`config.mk`:
```
export PLATFORM = sky130hd
export DESIGN_NAME = decode_queue
export DESIGN_NICKNAME = d
export VERILOG_FILES = /design/src/rtl/decode_queue.sv
export SDC_FILE = /design/constraint.sdc
export NUM_CORES = 1
export LEC_CHECK = 0
export CAP_MARGIN = 20
export CORE_MARGIN = 2
export CORE_UTILIZATION = 55
export DETAILED_ROUTE_END_ITERATION = 10
export PLACE_DENSITY = 0.79
export SLEW_MARGIN = 10
export SYNTH_ARGS = -nofsm -noshare
export SYNTH_HDL_FRONTEND = slang
export SYNTH_SLANG_ARGS = --single-unit
```
`constraint.sdc`:
```
create_clock -name clk -period 3.6 [get_ports clk]
set_clock_uncertainty 0.2 [all_clocks]
set_input_delay 0.72 -clock clk [delete_from_list [all_inputs] [get_ports clk]]
set_output_delay 0.72 -clock clk [all_outputs]
set_load 0.05 [all_outputs]
```
`src/rtl/decode_queue.sv`:
```
// decode_queue: buffered RV32I decode stage between fetch and rename/dispatch.
// An IQ_DEPTH-entry instruction FIFO feeds a registered decoded output packet.
// The PC travels with the packet. Valid/ready handshakes on both sides.
//
// Ports:
//   clk, rstn             clock, asynchronous active-low reset
//   flush                 synchronous flush of FIFO and output packet
//   in_valid/in_ready     fetch handshake (in_ready = !full, combinational)
//   in_instr, in_pc       raw instruction word and its PC
//   out_valid/out_ready   consumer handshake
//   out_pc ... out_storeSize  registered decoded packet fields
//   out_illegal           illegal-instruction flag (only with DECODE_ILLEGAL_EN)
//   iq_count              FIFO occupancy, excluding the output register
//
// Build option: define DECODE_ILLEGAL_EN to add out_illegal and make
// R-type instructions with an unsupported funct7 decode with ctrl = 0.
module decode_queue #(
    parameter int unsigned XLEN     = 32,
    parameter int unsigned IQ_DEPTH = 4
) (
    input  logic                          clk,
    input  logic                          rstn,
    input  logic                          flush,
    input  logic                          in_valid,
    output logic                          in_ready,
    input  logic [31:0]                   in_instr,
    input  logic [XLEN-1:0]               in_pc,
    output logic                          out_valid,
    input  logic                          out_ready,
    output logic [XLEN-1:0]               out_pc,
    output logic [6:0]                    out_opcode,
    output logic [2:0]                    out_funct3,
    output logic [6:0]                    out_funct7,
    output logic [4:0]                    out_rs1,
    output logic [4:0]                    out_rs2,
    output logic [4:0]                    out_rd,
    output logic [31:0]                   out_imm,
    output logic [6:0]                    out_ctrl,
    output logic [1:0]                    out_aluOp,
    output logic [1:0]                    out_lwSw,
    output logic                          out_storeSize,
`ifdef DECODE_ILLEGAL_EN
    output logic                          out_illegal,
`endif
    output logic [$clog2(IQ_DEPTH):0]     iq_count
);

    localparam int unsigned PW = $clog2(IQ_DEPTH);
    localparam int unsigned CW = PW + 1;

    localparam logic [6:0] OP_R   = 7'b0110011;
    localparam logic [6:0] OP_I   = 7'b0010011;
    localparam logic [6:0] OP_LD  = 7'b0000011;
    localparam logic [6:0] OP_ST  = 7'b0100011;
    localparam logic [6:0] OP_BR  = 7'b1100011;
    localparam logic [6:0] OP_LUI = 7'b0110111;

    // Decoded packet; ctrl = {hasImm,regWrite,aluSrc,branch,memRead,memWrite,memToReg}
    typedef struct packed {
        logic [6:0]  opcode;
        logic [2:0]  funct3;
        logic [6:0]  funct7;
        logic [4:0]  rs1;
        logic [4:0]  rs2;
        logic [4:0]  rd;
        logic [31:0] imm;
        logic [6:0]  ctrl;
        logic [1:0]  alu_op;
        logic [1:0]  lw_sw;
        logic        store_size;
`ifdef DECODE_ILLEGAL_EN
        logic        illegal;
`endif
    } dec_t;

    logic [31:0]     iq_instr [IQ_DEPTH];
    logic [XLEN-1:0] iq_pc    [IQ_DEPTH];
    logic [PW-1:0]   head;
    logic [PW-1:0]   tail;
    logic [CW-1:0]   count;
    logic            full;
    logic            push;
    logic            load;
    logic [31:0]     hi;
    dec_t            dec;

    assign full     = (count == CW'(IQ_DEPTH));
    assign in_ready = !full;
    assign iq_count = count;
    // flush overrides both a push and a load in the same cycle
    assign push     = in_valid && !full && !flush;
    assign load     = (count != '0) && (!out_valid || out_ready) && !flush;
    assign hi       = iq_instr[head];

    // FIFO storage; no reset needed, occupancy is tracked by count
    always_ff @(posedge clk) begin
        if (push) begin
            iq_instr[tail] <= in_instr;
            iq_pc[tail]    <= in_pc;
        end
    end

    // Pointers wrap naturally because IQ_DEPTH is a power of two
    always_ff @(posedge clk or negedge rstn) begin
        if (!rstn) begin
            head  <= '0;
            tail  <= '0;
            count <= '0;
        end else if (flush) begin
            head  <= '0;
            tail  <= '0;
            count <= '0;
        end else begin
            if (push) tail <= tail + PW'(1);
            if (load) head <= head + PW'(1);
            case ({push, load})
                2'b10:   count <= count + CW'(1);
                2'b01:   count <= count - CW'(1);
                default: count <= count;
            endcase
        end
    end

    // Decode of the FIFO head
    always_comb begin
        dec        = '0;
        dec.opcode = hi[6:0];
        dec.funct3 = hi[14:12];
        dec.funct7 = hi[31:25];
`ifdef DECODE_ILLEGAL_EN
        dec.illegal = 1'b0;
`endif
        case (hi[6:0])
            OP_R: begin
                dec.ctrl   = 7'b0100000;
                dec.alu_op = 2'b10;
                dec.rs1    = hi[19:15];
                dec.rs2    = hi[24:20];
                dec.rd     = hi[11:7];
            end
            OP_I: begin
                dec.ctrl   = 7'b1110000;
                dec.alu_op = 2'b11;
                dec.rs1    = hi[19:15];
                dec.rd     = hi[11:7];
                dec.imm    = {{20{hi[31]}}, hi[31:20]};
            end
            OP_LD: begin
                dec.ctrl   = 7'b1110101;
                dec.lw_sw  = 2'b01;
                dec.rs1    = hi[19:15];
                dec.rd     = hi[11:7];
                dec.imm    = {{20{hi[31]}}, hi[31:20]};
            end
            OP_ST: begin
                dec.ctrl       = 7'b1010010;
                dec.lw_sw      = 2'b10;
                dec.rs1        = hi[19:15];
                dec.rs2        = hi[24:20];
                dec.imm        = {{20{hi[31]}}, hi[31:25], hi[11:7]};
                dec.store_size = (hi[14:12] == 3'b000);
            end
            OP_BR: begin
                dec.ctrl   = 7'b1001000;
                dec.alu_op = 2'b01;
                dec.rs1    = hi[19:15];
                dec.rs2    = hi[24:20];
                dec.imm    = {{19{hi[31]}}, hi[31], hi[7], hi[30:25], hi[11:8], 1'b0};
            end
            OP_LUI: begin
                dec.ctrl   = 7'b1110000;
                dec.alu_op = 2'b11;
                dec.rd     = hi[11:7];
                dec.imm    = {hi[31:12], 12'b0};
            end
            default: begin
`ifdef DECODE_ILLEGAL_EN
                dec.illegal = 1'b1;
`endif
            end
        endcase
        // Writes to x0 are architecturally dropped
        if (dec.rd == 5'd0) dec.ctrl[5] = 1'b0;
`ifdef DECODE_ILLEGAL_EN
        // Only base-ISA funct7 encodings are legal for R-type
        if (hi[6:0] == OP_R && hi[31:25] != 7'b0000000 && hi[31:25] != 7'b0100000) begin
            dec.illegal = 1'b1;
            dec.ctrl    = 7'b0;
        end
`endif
    end

    // Output packet register; holds while the consumer stalls
    always_ff @(posedge clk or negedge rstn) begin
        if (!rstn) begin
            out_valid     <= 1'b0;
            out_pc        <= '0;
            out_opcode    <= '0;
            out_funct3    <= '0;
            out_funct7    <= '0;
            out_rs1       <= '0;
            out_rs2       <= '0;
            out_rd        <= '0;
            out_imm       <= '0;
            out_ctrl      <= '0;
            out_aluOp     <= '0;
            out_lwSw      <= '0;
            out_storeSize <= 1'b0;
`ifdef DECODE_ILLEGAL_EN
            out_illegal   <= 1'b0;
`endif
        end else if (flush) begin
            out_valid <= 1'b0;
        end else if (load) begin
            out_valid     <= 1'b1;
            out_pc        <= iq_pc[head];
            out_opcode    <= dec.opcode;
            out_funct3    <= dec.funct3;
            out_funct7    <= dec.funct7;
            out_rs1       <= dec.rs1;
            out_rs2       <= dec.rs2;
            out_rd        <= dec.rd;
            out_imm       <= dec.imm;
            out_ctrl      <= dec.ctrl;
            out_aluOp     <= dec.alu_op;
            out_lwSw      <= dec.lw_sw;
            out_storeSize <= dec.store_size;
`ifdef DECODE_ILLEGAL_EN
            out_illegal   <= dec.illegal;
`endif
        end else if (out_ready) begin
            out_valid <= 1'b0;
        end
    end

endmodule

```
==> metrics.csv <==
stage,metric,value,unit
outcome,status,finished clean,
clock_network,cts_made_buffers,37,
synth,synth_edf_count,256,
power,cellPowerDensity,787,mW/mm^2
global_routing,grt_first_pass_wirelength,45.5,mm
power,internal_power,0.00909,W
clock_network,clk_latency,0.51,ns
global_routing,grt_max_degree,61,
sta,post-route-period-util,88.9,%
critical_path,cpPeakStageDelay,0.74,ns
finish,register_area,0.0106,sq mm
min_path,hp-class,in2async,
synth,postSynthAreaPerCell,17.7,sq um
critical_path,cpLargestDelayFamily,buffers and inverters,
drt,ant_nets,0,
finish,multi_input_area,0.00328,sq mm
critical_path,slowest_stage,clkdlybuf4s50_1,
critical_path,worst_setup_path_end_kind,output port,
finish,fill_cells,1571,
sta,fin_ws,0.400,ns
critical_path,worst_ep_arrival_time,2.28,ns
synth,async_flop_share,31.0,%
critical_path,crit_buf_inv,1,
drt,drt_iter0_drc,780,
finish,final_cell_mix,"256 x edfxtp_1, 180 x clkdlybuf4s50_1, 162 x nand2_1",
floorplan,start_util,56.0,%
critical_path,critPathKind,reg2out,
global_routing,track_usage,22.4,%
power,power_switching,0.00471,W
clock_network,cts_resized,0,
clock_network,post_cts_buffers,0,
power,leakage,6.46,nW
finish,layout.nets,1062,
finish,final_common_cell,edfxtp_1,
placed_design,hpwl,18.6,mm
drt,firstDrtPassIters,5,
placed_design,numPortBuffers,181,
clock_network,h-tree-depth,2,
clock_network,cts-root-buf,clkbuf_16,
synth,ys.warnings.count,0,
synth,synth_top_area_cell,edfxtp_1,
finish,drive_above_1_share,15.9,%
power,ir_drop,0.473,mV
sta,hold_violations,0,
sta,slew_viol_final,0,
synth,ys.flop_type,edfxtp_1,
sta,worst_pin_slew,0.757,ns
sta,max_slew_margin,49.5,%
placed_design,dp_worst_setup_slack,0.541,ns
drt,wl,29.1,mm
critical_path,cp_cell_sequence,or3b_2 > clkdlybuf4s50_1,
critical_path,startpoint_type,register,
clock_network,cts_buffer_depth,3,
clock_network,cts_tree,built,
synth,yosysSeqAreaShare,74.9,%
sta,fmax,0.312,GHz
drt,drc,0,
floorplan,rows,58,
power,clkPwrFrac,27.8,%
synth,synthesis.nets,869,
critical_path,critPathRequiredTime,2.68,ns
drt,vias,7717,
sta,setup_viol,0,
critical_path,path_max_fanout,8,
synth,synth_top_area_share,54.5,%
sta,rsz0062_at_grt,false,
drt,vias_per_cell,5.74,
clock_network,cts.sinks,371,
clock_network,clkTransAtPathRegs,0.06,ns
synth,netlist_instances,795,
sta,finalSetupTns,0,ns
drt,wl_per_cell,21.6,um
power,swShare,34.1,%
global_routing,antenna_found_initial,1,
floorplan,num_io_pins,182,
finish,antenna-diode-count,0,
synth,netlist_top_cells_area,"edfxtp_1 55%, dfrtp_1 20%, mux4_2 9.9%",
floorplan,die_y,164,um
floorplan,die-area,0.0269,sq mm
power,pwr-share-comb,31.9,%
sta,period_needed,3.20,ns
floorplan,die_x,164,um
power,pwr-share-seq,40.3,%
synth,synth_area,0.0141,sq mm
clock_network,postCtsHoldBufs,0,
synth,ys_ff_latch,371,
placed_design,place_congestion,0.772,
global_routing,grt_overflow,0,
finish,area_growth,24.3,%
global_routing,grt_pass1_vias,7990,
job,cap_violations,0,
synth,yosysUniqueCellTypes,54,
floorplan,core,0.0252,sq mm
[metrics by stage]
stage	hold WS, ns	util, %	std cells	area (sq um)	power [W]
CTS	0.0957	69.6	1344	17500	0.0139
detailed placement	0.262	64.7	1279	16300	0.0101
finish	0.0809	69.6	1344	17500	0.0138
global placement	0.256	64.7	1279	16300	0.00996
floorplan	0.224	-	795	14100	0.00861
global route	0.144	69.6	1344	17500	0.0144
[registers in the layout, indices dropped and copies added (netlist names)]
| name | count |
|---|---|
| out_funct3 | 3 |
| iq_instr | 128 |
| out_rd | 5 |
| out_imm | 32 |
| out_pc | 32 |
| out_funct7 | 7 |
| out_storeSize | 1 |
| out_lwSw | 2 |
| out_rs2 | 5 |
| out_ctrl | 6 |
| tail | 2 |
| out_aluOp | 2 |
| iq_pc | 128 |
| head | 2 |
| out_opcode | 7 |
| out_rs1 | 5 |
| iq_count | 3 |
| out_valid | 1 |
[power by group through the flow]
stage | Sequential [W] | Clock [W] | Combinational [W]
after detailed placement | 0.00565 | 0 | 0.00440
after floorplan | 0.00683 | 0 | 0.00177
after global placement | 0.00562 | 0 | 0.00434
final | 0.00556 | 0.00384 | 0.00439
after CTS | 0.00557 | 0.00393 | 0.00443
after global routing | 0.00562 | 0.00409 | 0.00467
[cell usage after synthesis (2+ instances only)]
| master | instances |
|---|---|
| a21oi_1 | 7 |
| buf_2 | 12 |
| nor4bb_1 | 4 |
| nor4b_1 | 5 |
| nand2b_1 | 5 |
| and2_1 | 4 |
| dfrtp_1 | 115 |
| or3_1 | 2 |
| nand4b_1 | 2 |
| buf_4 | 2 |
| mux4_2 | 62 |
| ha_1 | 4 |
| edfxtp_1 | 256 |
| nand4_1 | 2 |
| a21o_1 | 5 |
| xnor2_1 | 2 |
| mux4_1 | 2 |
| o211a_1 | 3 |
| a22o_1 | 23 |
| nand2_1 | 162 |
| nor2_1 | 5 |
| nand3b_1 | 3 |
| or3b_2 | 2 |
| nor3_1 | 7 |
| a32oi_1 | 2 |
| a221o_1 | 19 |
| inv_1 | 2 |
| clkbuf_1 | 28 |
| nor3b_1 | 3 |
| o21ai_0 | 15 |
| nor2b_1 | 3 |
| buf_6 | 5 |
[cells by family after synthesis]
family,Yosys count,share of synthesized area [%]
simple gates,218,7.20
compound gates,83,4.99
fa+ha+maj,5,0.497
xor+xnor,2,0.124
buf+inv,52,2.00
mux,64,10.3
flops,371,74.9
[final timing paths]
kind | startpoint | cells past startpoint | slack [ns] | end
min | rstn | 1 | 0.08 | out_opcode[5]
min reg2reg | out_pc[30] | 2 | 0.27 | out_pc[30]
min in group clk | out_pc[30] | 2 | 0.27 | out_pc[30]
max | iq_count[0] | 2 | 0.40 | in_ready
max in group asynchronous | rstn | 2 | 2.28 | out_pc[16]
max reg2reg | head[0] | 4 | 0.80 | out_imm[0]
[metal layers]
| metal | global-route usage (%) | vias to the layer above | part of all wire [%] |
|---|---|---|---|
| li1 | - | 3449 | - |
| met3 | 4.77 | 39 | 6.5 |
| met4 | 5.42 | 0 | 1.7 |
| met5 | 0 | - | 0 |
| met1 | 29.3 | 3967 | 40 |
| met2 | 38.8 | 262 | 51 |
[cell type report]
| cell class | count | area share, % |
|---|---|---|
| flip-flops and latches | 371 | 60.3 |
| multi-input cells | 372 | 18.7 |
| repair buffers | 204 | 11.6 |
| clock buffers | 44 | 5.60 |
| well taps | 330 | 2.36 |
| clock inverters | 21 | 1.40 |
| inverters | 2 | 0.0428 |
No activity file was read; power rests on OpenSTA's default activity.
